`src/rtl/tx_frame_serializer_pkg.sv`:
```
// Shared types and helpers for the CADU frame serializer (tx_frame_serializer and tx_nrzm_enc).
package tx_pkg;

  typedef enum logic {TX_IDLE = 1'b0, TX_SHIFT = 1'b1} tx_state_e;

  localparam int unsigned SYM_BITS_BPSK = 1;
  localparam int unsigned SYM_BITS_QPSK = 2;
  localparam int unsigned SYM_BITS_QUAD = 4;

  function automatic int unsigned sym_count(input int unsigned w, input int unsigned sym_bits);
    return w / sym_bits;
  endfunction

  function automatic bit sym_bits_legal(input int unsigned sym_bits);
    return (sym_bits == SYM_BITS_BPSK) || (sym_bits == SYM_BITS_QPSK) || (sym_bits == SYM_BITS_QUAD);
  endfunction

endpackage

```
`src/rtl/tx_frame_serializer_nrzm_enc.sv`:
```
// NRZ-M differential encoder, one independent lane per symbol bit; used only when TX_SER_NRZM_EN is defined.
module tx_nrzm_enc #(
  parameter int unsigned SYM_BITS = 1
) (
  input  logic                clk_i,
  input  logic                rst_i,
  input  logic                clr_i,
  input  logic                stb_i,
  input  logic [SYM_BITS-1:0] sym_i,
  output logic [SYM_BITS-1:0] sym_o
);

  logic [SYM_BITS-1:0] lane_r;

  // Encoded value the next symbol will take; the caller only uses it on a strobe.
  assign sym_o = lane_r ^ sym_i;

  // Lane state: toggles per '1' bit on each strobe, cleared whenever the serializer idles.
  always_ff @(posedge clk_i) begin
    if (rst_i) begin
      lane_r <= {SYM_BITS{1'b0}};
    end else if (clr_i) begin
      lane_r <= {SYM_BITS{1'b0}};
    end else if (stb_i) begin
      lane_r <= lane_r ^ sym_i;
    end else begin
      lane_r <= lane_r;
    end
  end

endmodule

```
`src/rtl/tx_frame_serializer.sv`:
```
// Frame-in, symbol-out CADU serializer with a shadow buffer for gapless back-to-back frames.
// Optional NRZ-M line coding is enabled by defining TX_SER_NRZM_EN.
module tx_frame_serializer
  import tx_pkg::*;
#(
  parameter int unsigned FRAME_BYTES = 20,
  parameter int unsigned SYM_BITS    = 1,
  parameter int unsigned CNT_W       = 32
) (
  input  logic                     clk_i,
  input  logic                     rst_i,
  input  logic [FRAME_BYTES*8-1:0] data_i,
  input  logic                     valid_i,
  output logic                     ready_o,
  input  logic [CNT_W-1:0]         cycles_per_sym_i,
  output logic [SYM_BITS-1:0]      data_o,
  output logic                     valid_o,
  output logic                     sym_stb_o,
  output logic                     sof_o,
  output logic                     eof_o
);

  localparam int unsigned W     = FRAME_BYTES * 8;
  localparam int unsigned NSYM  = sym_count(W, SYM_BITS);
  localparam int unsigned IDX_W = (NSYM > 1) ? $clog2(NSYM) : 1;
  localparam logic [IDX_W-1:0] LAST_IDX = IDX_W'(NSYM - 1);

  if (!sym_bits_legal(SYM_BITS) || ((W % SYM_BITS) != 0)) begin : g_bad_cfg
    $error("tx_frame_serializer: SYM_BITS must be 1, 2 or 4 and divide the frame width");
  end

  tx_state_e           state_r, state_s;
  logic [W-1:0]        active_r, active_s, shadow_r, shadow_s;
  logic                shadow_full_r, shadow_full_s;
  logic [CNT_W-1:0]    hold_r, hold_s, cnt_r, cnt_s;
  logic [IDX_W-1:0]    idx_r, idx_s;
  logic                valid_s, stb_s, sof_s, eof_s;
  logic [SYM_BITS-1:0] sym_s, enc_sym_s, data_s;
  logic                xfer_s, sym_end_s, frame_end_s, load_s;

  assign xfer_s        = valid_i & ready_o;
  assign sym_end_s     = (state_r == TX_SHIFT) && (cnt_r == (hold_r - CNT_W'(1)));
  assign frame_end_s   = sym_end_s && (idx_r == LAST_IDX);
  assign load_s        = shadow_full_r && ((state_r == TX_IDLE) || frame_end_s);
  assign shadow_full_s = (shadow_full_r & ~load_s) | xfer_s;
  assign shadow_s      = xfer_s ? data_i : shadow_r;
  // data_o only changes on a symbol boundary or when the line goes idle.
  assign data_s        = stb_s ? enc_sym_s : (valid_s ? data_o : {SYM_BITS{1'b0}});

  // Next-state and next-output decode; a load takes priority so frames chain without a gap.
  always_comb begin
    state_s  = state_r;
    active_s = active_r;
    hold_s   = hold_r;
    cnt_s    = cnt_r;
    idx_s    = idx_r;
    valid_s  = valid_o;
    stb_s    = 1'b0;
    sof_s    = 1'b0;
    eof_s    = eof_o;
    sym_s    = {SYM_BITS{1'b0}};
    if (load_s) begin
      state_s  = TX_SHIFT;
      active_s = shadow_r << SYM_BITS;
      hold_s   = (cycles_per_sym_i == {CNT_W{1'b0}}) ? CNT_W'(1) : cycles_per_sym_i;
      cnt_s    = {CNT_W{1'b0}};
      idx_s    = {IDX_W{1'b0}};
      valid_s  = 1'b1;
      stb_s    = 1'b1;
      sof_s    = 1'b1;
      sym_s    = shadow_r[W-1 -: SYM_BITS];
      eof_s    = (LAST_IDX == {IDX_W{1'b0}});
    end else begin
      case (state_r)
        TX_IDLE: begin
          valid_s = 1'b0;
          eof_s   = 1'b0;
        end
        TX_SHIFT: begin
          if (frame_end_s) begin
            state_s = TX_IDLE;
            valid_s = 1'b0;
            eof_s   = 1'b0;
            cnt_s   = {CNT_W{1'b0}};
            idx_s   = {IDX_W{1'b0}};
          end else if (sym_end_s) begin
            cnt_s    = {CNT_W{1'b0}};
            idx_s    = idx_r + IDX_W'(1);
            stb_s    = 1'b1;
            sym_s    = active_r[W-1 -: SYM_BITS];
            active_s = active_r << SYM_BITS;
            eof_s    = (idx_s == LAST_IDX);
          end else begin
            cnt_s = cnt_r + CNT_W'(1);
          end
        end
        default: begin
          state_s = TX_IDLE;
          valid_s = 1'b0;
          eof_s   = 1'b0;
        end
      endcase
    end
  end

`ifdef TX_SER_NRZM_EN
  logic clr_s;
  assign clr_s = (state_s == TX_IDLE);

  tx_nrzm_enc #(.SYM_BITS(SYM_BITS)) u_nrzm (
    .clk_i (clk_i),
    .rst_i (rst_i),
    .clr_i (clr_s),
    .stb_i (stb_s),
    .sym_i (sym_s),
    .sym_o (enc_sym_s)
  );
`else
  assign enc_sym_s = sym_s;
`endif

  // FSM state register.
  always_ff @(posedge clk_i) begin
    if (rst_i) begin
      state_r <= TX_IDLE;
    end else begin
      state_r <= state_s;
    end
  end

  // Frame buffers, symbol timing and registered outputs.
  always_ff @(posedge clk_i) begin
    if (rst_i) begin
      active_r      <= {W{1'b0}};
      shadow_r      <= {W{1'b0}};
      shadow_full_r <= 1'b0;
      hold_r        <= CNT_W'(1);
      cnt_r         <= {CNT_W{1'b0}};
      idx_r         <= {IDX_W{1'b0}};
      data_o        <= {SYM_BITS{1'b0}};
      valid_o       <= 1'b0;
      sym_stb_o     <= 1'b0;
      sof_o         <= 1'b0;
      eof_o         <= 1'b0;
      ready_o       <= 1'b1;
    end else begin
      active_r      <= active_s;
      shadow_r      <= shadow_s;
      shadow_full_r <= shadow_full_s;
      hold_r        <= hold_s;
      cnt_r         <= cnt_s;
      idx_r         <= idx_s;
      data_o        <= data_s;
      valid_o       <= valid_s;
      sym_stb_o     <= stb_s;
      sof_o         <= sof_s;
      eof_o         <= eof_s;
      ready_o       <= ~shadow_full_s;
    end
  end

endmodule

```
`config.mk`:
```
export PLATFORM = sky130hd
export DESIGN_NAME = tx_frame_serializer
export DESIGN_NICKNAME = d
export VERILOG_FILES = /design/src/rtl/tx_frame_serializer_pkg.sv /design/src/rtl/tx_frame_serializer_nrzm_enc.sv /design/src/rtl/tx_frame_serializer.sv
export SDC_FILE = /design/constraint.sdc
export NUM_CORES = 1
export LEC_CHECK = 0
export BUFFER_PORTS_ARGS = -buffer_cell sky130_fd_sc_hd__buf_2
export CORE_ASPECT_RATIO = 0.7
export CORE_MARGIN = 3
export CORE_UTILIZATION = 40
export DETAILED_ROUTE_END_ITERATION = 6
export PLACE_DENSITY_LB_ADDON = 0.1
export SLEW_MARGIN = 20
export SYNTH_ARGS = -nofsm -noshare
export SYNTH_HDL_FRONTEND = slang
export SYNTH_SLANG_ARGS = --single-unit
export TNS_END_PERCENT = 30
```
`constraint.sdc`:
```
create_clock -name clk_i -period 8.8 [get_ports clk_i]
set_input_delay 0.88 -clock clk_i [delete_from_list [all_inputs] [get_ports clk_i]]
set_output_delay 0.88 -clock clk_i [all_outputs]
set_load 0.01 [all_outputs]
```
### Yosys cells after proc, flatten, opt, wreduce, memory -nomap -nowiden

Index checks and enable logic that the tools add are counted.

* logic and storage cells: 68
* register bits after elaboration: 399
* bits of input ports: 195
* output and inout port bits: 6

* reduce and logical (&&, ||, !) cells: 11
* eq/ne operators: 6
* bitwise operators: 6
* add/subtract/negate cells: 3
* multiplexer cells: 29

Operator list (count)
* 2-to-1 mux 160 bit: 4
* 2-to-1 mux 32 bit: 3
* adder 32 x 1 -> 32 bit, second input constant: 1
* == test 32 bit: 1
* zero test 32 bit: 1
* subtractor 32 x 1 -> 32 bit, second input constant: 1
* 2-to-1 mux 1 bit: 18
* == test 8 bit, second input constant: 2
* 2-to-1 mux 8 bit: 2
* adder 8 x 1 -> 8 bit, second input constant: 1
* nonzero test 2 bit: 3
* inequality test 2 x 1 -> 1 bit, second input constant: 2
* case mux 1 bit (2 select lines): 2
* logical AND 1 bit: 3
* inequality test 3 x 1 -> 1 bit, second input constant: 1
* inverter 1 bit: 3
* AND reduction 3 bit: 1
* AND 1 bit: 2
* AND reduction 2 bit: 1
* OR reduction 2 bit: 1
* logical OR 1 bit: 1
* OR 1 bit: 1

### Logic depth before layout (Yosys ltp)

Gate-level depths: netlist of run 1.

* depth after elaboration: 10
* gate-level depth with buffers: 15
* depth with buffers taken out: 11

### Least setup slack after synthesis of run 1

OpenSTA, ideal clock, no wires.

* path kind: register to register
* start: register hold_r[0]
* end: register active_r[10]
* stages on the path, launching flop included: 16
* required time: 8.652 ns
* period minus slack after synthesis: 3.538 ns
* setup time: 0.148 ns
* path slack: 5.262 ns
* arrival: 3.390 ns
* buffers on the path: 4
* cells stage by stage: dfxtp_1 -> clkbuf_1 -> inv_1 -> ha_1 -> nor2b_1 -> nand4_2 -> or4b_1 -> a31o_1 -> a2111oi_4 -> nand4_2 -> o32a_1 -> buf_2 -> clkbuf_1 -> buf_2 -> nor2_1 -> a2111oi_2

* word-level cells in the longest chain between the ends: 8
* elaborated cells on any way between the ends: 11
* classes of those cells: 1 x add/sub; 2 x eq/ne; 1 x mux; 7 x reduce/logical

Ends and longest elaborated chain
* from (decl): RTL line tx_frame_serializer.sv:35 `logic [CNT_W-1:0] hold_r, hold_s, cnt_r, cnt_s;`
* from (signal assigned): RTL line tx_frame_serializer.sv:150 `hold_r <= hold_s;`
* subtractor 32 x 1 -> 32 bit *: RTL line tx_frame_serializer.sv:42 `assign sym_end_s = (state_r == TX_SHIFT) && (cnt_r == (hold_r - CNT_W'(1)));`
* == test 32 bit *: RTL line tx_frame_serializer.sv:42
* logical AND 1 bit *: RTL line tx_frame_serializer.sv:42
* logical AND 1 bit: RTL line tx_frame_serializer.sv:43 `assign frame_end_s = sym_end_s && (idx_r == LAST_IDX);`
* logical OR 1 bit: RTL line tx_frame_serializer.sv:44 `assign load_s = shadow_full_r && ((state_r == TX_IDLE) || frame_end_s);`
* logical AND 1 bit: RTL line tx_frame_serializer.sv:44
* inequality test 2 x 1 -> 1 bit (no line) or nonzero test 2 bit (tied branches)
* AND reduction 3 bit (no line)
* to (signal assigned): RTL line tx_frame_serializer.sv:134 `active_r <= {W{1'b0}};`
* to (signal assigned): RTL line tx_frame_serializer.sv:147 `active_r <= active_s;`
* to (decl): RTL line tx_frame_serializer.sv:33 `logic [W-1:0] active_r, active_s, shadow_r, shadow_s;`

Mark *: on every way between the ends. The rest lies on a longest branch, timed or not.
A chain may end at the register's enable or synchronous reset.

### Worst setup path in the final report of run 1

* start: register hold_r[0]
* end: register active_r[112]

The elaborated chain is that of the path after synthesis.

==> qor.txt, run 1 <==
Critical path origin = hold_r[0]$_SDFFE_PP1N_
initial core utilization = 40.93%
Setup WS pre-CTS = 3219 ps
CP cell instances = inv_1, ha_1, nor2b_1, nand4_1, nor2_1, mux2i_1, nor2_1, nand4_2, o32a_2, buf_4, buf_6, nor2_1, a2111oi_0
row count = 63
all-layer global routing usage = 17.83%
Critical Setup Path Class = reg2reg
clock insertion delay at the later pin of the skew report = 540 ps
via count = 14300
Power Density = 214.5 nW/um^2
CTS tree = built
max_cap viols = 0
RSZ-0062 raised after global routing = no
largest net degree at the start of global routing = 102
Final setup viols = 0
CP max stage cell = buf_4
CTS Buffer Depth = 3
Synth top area share = 45.68%
# clock sinks = 399
hold_buf cts = 0
Synth Flop Type = dfxtp_1
Final Skew = 15.28 ps
die height = 180.9 um
WP data arrival = 5640 ps
status = complete, no violations
antenna-violating nets left = 0
endpoint type of the worst setup path = register
Worst Hold Launch = shadow_r[76]$_SDFFE_PP0P_
Diodes inserted = 0
post_cts resized = 0
final hold violations = 0
synth-to-layout area growth = 14.58%
fin crit share = 59.50%
normalized max-slew margin = 28.69%
DRC = 0
Core ar. = 42720 um^2
fin. max-slew vios = 0
routed wire length per instance = 15.02 um
total wire length = 42820 um
min cycle time layout = 5236 ps
GR Overflow Total = 0
initial antenna violation count = 0
synth top area cells = dfxtp_1 46%, a2111oi_2 9.4%, nor2_1 8.9%
CP Launch Type = register
layout cell share with drive strength beyond 1 = 17.84%
CTS Buf Count = 41
flop-to-flop setup slack = 3560 ps
Final Cell Area = 20040 um^2
port bufs = 200
Post-Syn Area per Cell = 8.206 um^2
Ys Warns = 0
WP data required = 9210 ps
R2R Path Start = hold_r[0]$_SDFFE_PP1N_
CP max FO = 101
Initial DRT Pass Iterations = 5
Worst Slack Setup Final = 3564 ps
sequential area share after synthesis = 45.68%
vias in the first global route = 13520
root buffer cell = clkbuf_16
Worst Tran Pin Value = 1070 ps
Min-Delay Path Class = reg2reg
Worst path most repeated cell = nor2_1
dpl cell area = 18700 um^2
chip width = 255.9 um
DP Wirelength = 27710 um
Cell Area, Synth = 17490 um^2
GPL Wtd Cong = 0.8385
DR vias/cell = 5.019
asr flop ratio synth = 0%
top cell type by total area after synthesis = dfxtp_1
Placed Cells = 2781
leakage = 8.245 nW
fin nets = 2438
Post-Synthesis Cells = 2131
setup TNS = 0 ps
I/O pin cnt = 201
Unique masters post-synth = 65
Yosys reg bits = 399
Syn Nets = 2330
die area = 46300 um^2
worst vdd ir = 0.1244 mV
1st-iter DRT viols = 906
Fmax achieved = 191.0 MHz
global-route wire length before repair = 69630 um
# Post-CTS Setup Buffers = 0
Reg clk slew, reported paths = 60 ps
H-tree levels = 2
EDFF count, synth = 0
final cell count without fillers = 2850
crit-path max cell delay = 740 ps
==> state kept, by name, indices dropped and copies added (netlist names) <==
name	flops
idx_r	8
sym_stb_o	1
shadow_r	160
eof_o	1
valid_o	1
hold_r	32
ready_o	1
shadow_full_r	1
sof_o	1
active_r	159
cnt_r	32
data_o	1
state_r	1
==> per-stage QoR <==
stage | power [mW] | util, % | hold slack, ps
4_1_cts | 4.361 | 46.89 | 455.9
5_1_grt | 4.512 | 46.90 | 471.1
3_3_place_gp | 2.603 | 43.78 | 442.7
2_1_floorplan | 2.465 | - | 436.7
3_5_place_dp | 2.617 | 43.78 | 447.2
6_report | 4.298 | 46.90 | 453.0
==> path summary, 6_finish.rpt <==
check | to | depth (start not counted)
max | active_r[112]$_SDFFE_PP0P_ | 13
min | shadow_r[76]$_SDFFE_PP0P_ | 2
max reg2reg | active_r[112]$_SDFFE_PP0P_ | 13
min reg2reg | shadow_r[76]$_SDFFE_PP0P_ | 2
==> metal layers <==
| layer | GRT usage (%) | up-vias | routed length, um |
|---|---|---|---|
| li1 | - | 7334 | - |
| met1 | 26.18 | 6696 | 21730 |
| met2 | 27.44 | 222 | 18670 |
| met3 | 3.040 | 52 | 1697 |
| met4 | 3.828 | 0 | 716 |
| met5 | 0 | - | 0 |
==> logic make-up after synthesis <==
kind of cell / Yosys count / share of synthesized area [%]
and+or+nand+nor: 914 / 21.80
adders and majority gates: 4 / 0.2862
xor gates and xnor gates: 72 / 3.606
muxes: 35 / 2.018
buffers and inverters: 321 / 7.391
AOI/OAI and AO/OA: 386 / 19.22
DFF: 399 / 45.68
==> layout by cell type, fill, tap and decap left out, types with 39 or more instances in the layout <==
| master | count |
|---|---|
| buf_2 | 199 |
| dfxtp_1 | 399 |
| nor2_1 | 415 |
| inv_1 | 173 |
| a21oi_1 | 171 |
| a2111oi_2 | 110 |
| xor2_1 | 39 |
| clkbuf_16 | 42 |
| a2111oi_0 | 48 |
| nand2_1 | 359 |
==> worst max-delay path: cells and delay by family (launching register included) <==
kind                     cells  cell delay (ps)
buffers and inverters        3             1480
AND/OR/NAND/NOR              6             1390
AO/OA/AOI/OAI                2             1100
flip-flops                   1              390
multiplexers                 1              360
adder cells (fa/ha/maj)      1              250
==> report_power, final <==
group | internal [mW] | total [mW] | switching, mW
registers | 1.95 | 2.03 | 0.0848
clock network | 1.01 | 1.73 | 0.716
logic | 0.215 | 0.537 | 0.322
==> layout make-up <==
class | count | area [um^2]
Tap cell | 585 | 732.0
Sequential cell | 399 | 7988
Timing Repair Buffer | 213 | 1112
Clock buffer | 63 | 1260
Multi-Input combinational cell | 1411 | 8227
Inverter | 173 | 649.4
Clock inverter | 6 | 68.82
Fill cell | 4313 | 22690
==> cells in the mapped netlist, types with 10 or more instances <==
library cell,number
a2111oi_0,48
a2111oi_2,110
a21oi_1,171
and3_1,10
buf_2,16
buf_4,14
clkbuf_1,113
dfxtp_1,399
inv_1,173
mux2i_1,33
nand2_1,360
nand3_1,19
nand4_1,22
nor2_1,415
nor3_1,22
nor4_1,13
xnor2_1,33
xor2_1,39
Note: power is estimated with default switching activity, not from simulation.
==> run 2: changes to the inputs <==
==> constraint.sdc (replaced) <==
create_clock -name clk_i -period 4.4 [get_ports clk_i]
set_input_delay 0.44 -clock clk_i [delete_from_list [all_inputs] [get_ports clk_i]]
set_output_delay 0.44 -clock clk_i [all_outputs]
set_load 0.01 [all_outputs]
==> run 2 against run 1 <==
Sequential share of layout area fell by 0.33 points. Critical path depth decreased by 2. Sequential power up 100%. Clock skew is 9.7 ps higher. Largest cell class unchanged.
==> qor.txt, run 2 (synthesized netlist as in run 1, its figures left out) <==
status = complete, no violations
max_cap viols = 0 (unchanged)
Switching Share = 26.56% (+0.43 points)
WP data arrival = 4470 ps (-1170 ps)
vias in the first global route = 13680 (+1.2%)
# clock sinks = 399 (unchanged)
setup TNS = 0 ps (unchanged)
Final Skew = 25.00 ps (+9.726 ps)
Sw Pwr = 2.295 mW (+100%)
H-tree levels = 2 (unchanged)
normalized max-slew margin = 32.72% (+4.0 points)
sequential share of power = 47.1% (-0.2 points)
I/O pin cnt = 201 (unchanged)
WP data required = 4800 ps (-4410 ps)
synth-to-layout area growth = 15.53%
combinational fraction of design power = 12.6% (about the same)
endpoint type of the worst setup path = register
1st-iter DRT viols = 884 (-2.4%)
CTS Buffer Depth = 3 (unchanged)
CP cell instances = nor4_2, nand4_1, o41ai_2, o311ai_0, or4b_2, nor4b_1, nand4b_1, buf_12, buf_4, nor2_1, a2111oi_2
commonest cells after routing, fill and taps aside = 415 x nor2_1, 399 x dfxtp_1, 359 x nand2_1
final hold violations = 0 (unchanged)
Min-Delay Path Class = in2reg
worst vdd ir = 0.2342 mV (+88%)
post_cts resized = 0 (unchanged)
biggest regs = shadow_r (160), active_r (159)
initial core utilization = 40.93% (unchanged)
CP max stage cell = or4b_2
WHS = 120.9 ps (-332.1 ps)
Largest register FFs = 160 (unchanged)
chip width = 255.9 um (unchanged)
min cycle time layout = 4069 ps (-1166 ps)
antenna-violating nets left = 0 (unchanged)
global-route wire length before repair = 69510 um (-0.17%)
largest net degree at the start of global routing = 160 (+57%)
Reg with most FFs = shadow_r
Fmax achieved = 245.7 MHz (+29%)
Critical Setup Path Class = reg2reg
GPL Wtd Cong = 0.8313 (-0.86%)
row count = 63 (unchanged)
CTS tree = built
Int Pwr = 6.347 mW (+100%)
clock network power share = 40.3% (about the same)
crit-path max cell delay = 660 ps (-80 ps)
Largest delay share family, worst path = simple AND/OR/NAND/NOR gates
die area = 46300 um^2 (unchanged)
leakage = 8.306 nW (+0.74%)
all-layer global routing usage = 17.73% (-0.094 points)
CP max FO = 49 (-51%)
fin. max-slew vios = 0 (unchanged)
routed wire length per instance = 14.85 um (-1.1%)
clock insertion delay at the later pin of the skew report = 550 ps (about the same)
port bufs = 200 (unchanged)
Power Density = 427.8 nW/um^2 (+99%)
Core ar. = 42720 um^2 (unchanged)
total wire length = 42440 um (-0.89%)
DRC = 0 (unchanged)
via count = 14420 (+0.81%)
CTS Buf Count = 41 (unchanged)
die height = 180.9 um (unchanged)
CP Launch Type = register
fin nets = 2444 (+0.25%)
root buffer cell = clkbuf_16
final cell count without fillers = 2857 (+0.25%)
Initial DRT Pass Iterations = 5 (unchanged)
Placed Cells = 2787 (+0.22%)
GR Overflow Total = 0 (unchanged)
fin crit share = 92.49% (+33 points)
DR vias/cell = 5.047 (+0.56%)
hold_buf cts = 0 (unchanged)
Worst Tran Pin Value = 1009 ps (-60.48 ps)
Reg clk slew, reported paths = 60 ps (about the same)
fillers = 4354 (+0.95%)
RSZ-0062 raised after global routing = no
Final setup viols = 0 (unchanged)
initial antenna violation count = 0 (unchanged)
layout cell share with drive strength beyond 1 = 18.18% (+0.34 points)
# Post-CTS Setup Buffers = 0 (unchanged)
commonest non-fill, non-tap cell in the layout = nor2_1
DP Wirelength = 27910 um (+0.73%)
Bufs and invs on worst path = 2 (-1)
Diodes inserted = 0 (unchanged)
run 2: final timing paths:
kind / from / endpoint / slack (ps) / depth (start not counted)
worst min register to register: shadow_r[88]$_SDFFE_PP0P_ / shadow_r[88]$_SDFFE_PP0P_ / 450 / 2
worst max register to register: hold_r[11]$_SDFFE_PP0N_ / active_r[141]$_SDFFE_PP0P_ / 330 / 11
worst max-delay path: hold_r[11]$_SDFFE_PP0N_ / active_r[141]$_SDFFE_PP0P_ / 330 / 11
worst min-delay path: data_i[150] / shadow_r[150]$_SDFFE_PP0P_ / 120 / 3
run 2: cell type report:
type,instances,area [um^2],share of cell area [%]
Clock buffer,53,1132,5.605
Timing Repair Buffer,219,1241,6.144
Clock inverter,17,210.2,1.041
Inverter,173,649.4,3.214
Sequential cell,399,7988,39.54
Multi-Input combinational cell,1411,8249,40.83
Tap cell,585,732.0,3.623
run 2: layer usage:
| metal | routed length (um) | share of wire (%) | global-route usage [%] |
|---|---|---|---|
| met2 | 18530 | 44 | 27.83 |
| met4 | 633 | 1.5 | 3.509 |
| met5 | 0 | 0 | 0 |
| met3 | 1673 | 3.9 | 2.970 |
| met1 | 21600 | 51 | 25.74 |
run 2: worst reg2reg max path: stages (launching register included):
cell and delay (ps):
dfxtp_1 390, nor4_2 520, nand4_1 350, o41ai_2 420, o311ai_0 210, or4b_2 660
nor4b_1 360, nand4b_1 210, buf_12 230, buf_4 290, nor2_1 210, a2111oi_2 80
run 2: power groups by stage:
stage               logic, mW  clock network [mW]  registers [mW]
floorplan               0.836                   0            4.09
global route             1.24                3.74            4.10
detailed placement       1.10                   0            4.15
global placement         1.07                   0            4.14
finish                   1.09                3.48            4.07
CTS                      1.11                3.60            4.07
run 2: per-stage QoR:
stage          cell area, um^2  util, %  power [mW]  setup WS [ps]
2_1_floorplan            17490        -       4.929          861.8
3_3_place_gp             18840    44.09       5.218          186.8
3_5_place_dp             18840    44.09       5.246          198.7
4_1_cts                  20180    47.23       8.768          171.8
5_1_grt                  20200    47.29       9.073          9.118
6_report                 20200    47.29       8.643          330.5
==> run 3: changes to the inputs <==
--- a/config.mk
+++ b/config.mk
@@ -11,6 +11,7 @@
 export CORE_UTILIZATION = 40
 export DETAILED_ROUTE_END_ITERATION = 6
 export PLACE_DENSITY_LB_ADDON = 0.1
+export SETUP_SLACK_MARGIN = 0.4
 export SLEW_MARGIN = 20
 export SYNTH_ARGS = -nofsm -noshare
 export SYNTH_HDL_FRONTEND = slang
==> run 3 against run 2 <==
Die area did not move. Highest routed layer unchanged. Clock power barely moved. Design area rose by 0.61%. Sequential share of layout area fell by 0.24 points. Cell count rose by 0.21%. Critical path depth rose by 1. Register-to-register slack improved by 310 ps.
==> qor.txt, run 3 (synthesized netlist as in run 1, its figures left out) <==
die area = 46300 um^2 (unchanged)
via count = 14480 (+0.40%)
root buffer cell = clkbuf_16
I/O pin cnt = 201 (unchanged)
all-layer global routing usage = 17.99% (+0.26 points)
Reg clk slew, reported paths = 60 ps (about the same)
final cell count without fillers = 2863 (+0.21%)
WP data required = 4800 ps (about the same)
fin nets = 2450 (+0.25%)
endpoint type of the worst setup path = register
H-tree levels = 2 (unchanged)
total wire length = 43180 um (+1.7%)
biggest regs = shadow_r (160), active_r (159)
antenna-violating nets left = 0 (unchanged)
CP Launch Type = register
chip width = 255.9 um (unchanged)
clock insertion delay at the later pin of the skew report = 550 ps (about the same)
GPL Wtd Cong = 0.8313 (unchanged)
port bufs = 200 (unchanged)
CP max stage cell = or4b_1
crit-path max cell delay = 500 ps (-160 ps)
status = complete, no violations
1st-iter DRT viols = 931 (+5.3%)
DR vias/cell = 5.057 (+0.18%)
Diodes inserted = 0 (unchanged)
row count = 63 (unchanged)
Worst Tran Pin Value = 1005 ps (-4.101 ps)
die height = 180.9 um (unchanged)
Critical Setup Path Class = reg2reg
GR Overflow Total = 0 (unchanged)
DRC = 0 (unchanged)
Placed Cells = 2787 (unchanged)
vias in the first global route = 13730 (+0.32%)
final core utilization = 47.57% (+0.29 points)
CTS Buf Count = 41 (unchanged)
setup TNS = 0 ps (unchanged)
final hold violations = 0 (unchanged)
WP data arrival = 4160 ps (-310 ps)
max_cap viols = 0 (unchanged)
synth-to-layout area growth = 16.23%
leakage = 8.358 nW (+0.62%)
fillers = 4337 (-0.39%)
layout cell share with drive strength beyond 1 = 18.48% (+0.30 points)
CTS Buffer Depth = 3 (unchanged)
global-route wire length before repair = 70230 um (+1.0%)
RSZ-0062 raised after global routing = yes
Core ar. = 42720 um^2 (unchanged)
routed wire length per instance = 15.08 um (+1.5%)
Final Skew = 24.39 ps (-0.6119 ps)
fin. max-slew vios = 0 (unchanged)
commonest non-fill, non-tap cell in the layout = nor2_1
commonest cells after routing, fill and taps aside = 415 x nor2_1, 399 x dfxtp_1, 359 x nand2_1
Largest register FFs = 160 (unchanged)
largest net degree at the start of global routing = 148 (-7.5%)
worst vdd ir = 0.2337 mV (-0.19%)
Power Density = 427.1 nW/um^2 (-0.17%)
CP max FO = 147 (+200%)
initial antenna violation count = 0 (unchanged)
# clock sinks = 399 (unchanged)
Initial DRT Pass Iterations = 4 (-1)
Min-Delay Path Class = in2reg
flop-to-flop setup slack = 640 ps (+310 ps)
DP Wirelength = 27910 um (unchanged)
Fmax achieved = 265.7 MHz (+8.1%)
Worst path most repeated cell = nand4_2
Reg with most FFs = shadow_r
fin crit share = 85.55% (-6.9 points)
min cycle time layout = 3764 ps (-305.4 ps)
CTS tree = built
normalized max-slew margin = 33.00% (+0.27 points)
CP cell instances = inv_1, ha_1, nor2b_4, nand4_2, or4b_1, a31o_1, a2111oi_4, nand4_2, o32a_2, buf_12, nor2_1, a2111oi_2
initial core utilization = 40.93% (unchanged)
Final setup viols = 0 (unchanged)
run 3: per-stage QoR:
stage | setup WS (ps) | instance area (um^2) | total power [mW] | hold WS, ps
floorplan | 861.8 | 17490 | 4.929 | 436.7
global placement | 186.8 | 18840 | 5.218 | 443.4
detailed placement | 198.7 | 18840 | 5.246 | 447.2
CTS | 471.4 | 20240 | 8.789 | 96.30
global route | 390.5 | 20320 | 9.110 | 101.3
finish | 636.0 | 20320 | 8.680 | 121.7
run 3: repair_timing:
action,4_1_cts,5_1_grt
endpoints found under the setup margin,119,215
gates resized for setup,4,16
setup buffers,0,5
cloned,1,0
hold buffers,0,0
pin swaps,0,3
run 3: layout make-up:
cell class	instances	area (um^2)	area share, %
clock buffers	53	1132	5.571
clock inverters	17	210.2	1.034
inverters	173	649.4	3.195
multi-input cells	1411	8295	40.82
flip-flops and latches	399	7988	39.30
well taps	585	732.0	3.601
repair buffers	225	1318	6.482
run 3: final timing paths:
path | cells after the start | endpoint | startpoint
worst min-delay path | 3 | shadow_r[150]$_SDFFE_PP0P_ | data_i[150]
worst max-delay path | 12 | active_r[32]$_SDFFE_PP0P_ | hold_r[0]$_SDFFE_PP1N_
worst max register to register | 12 | active_r[32]$_SDFFE_PP0P_ | hold_r[0]$_SDFFE_PP1N_
worst min register to register | 2 | active_r[110]$_SDFFE_PP0P_ | active_r[110]$_SDFFE_PP0P_
run 3: worst max-delay path: cells and delay by family, from the launching register on:
family                     cells  cell delay [ps]
AOI/OAI and AO/OA              4             1120
adders and majority gates      1              260
buffers and inverters          2              330
DFF                            1              380
and+or+nand+nor                5             1410
run 3: where the power goes:
part           switching (mW)  leakage, nW  internal, mW  total (mW)
clock network            1.48        0.646          2.01        3.48
registers               0.170         3.28          3.90        4.07
logic                   0.668         4.43         0.461        1.13
run 3: routing by layer:
metal	GRT usage (%)	up-vias	part of all wire, %
li1	-	7369	-
met1	26.29	6847	51
met2	28.07	209	43
met3	2.970	52	3.9
met4	3.509	0	1.5
met5	0	-	0
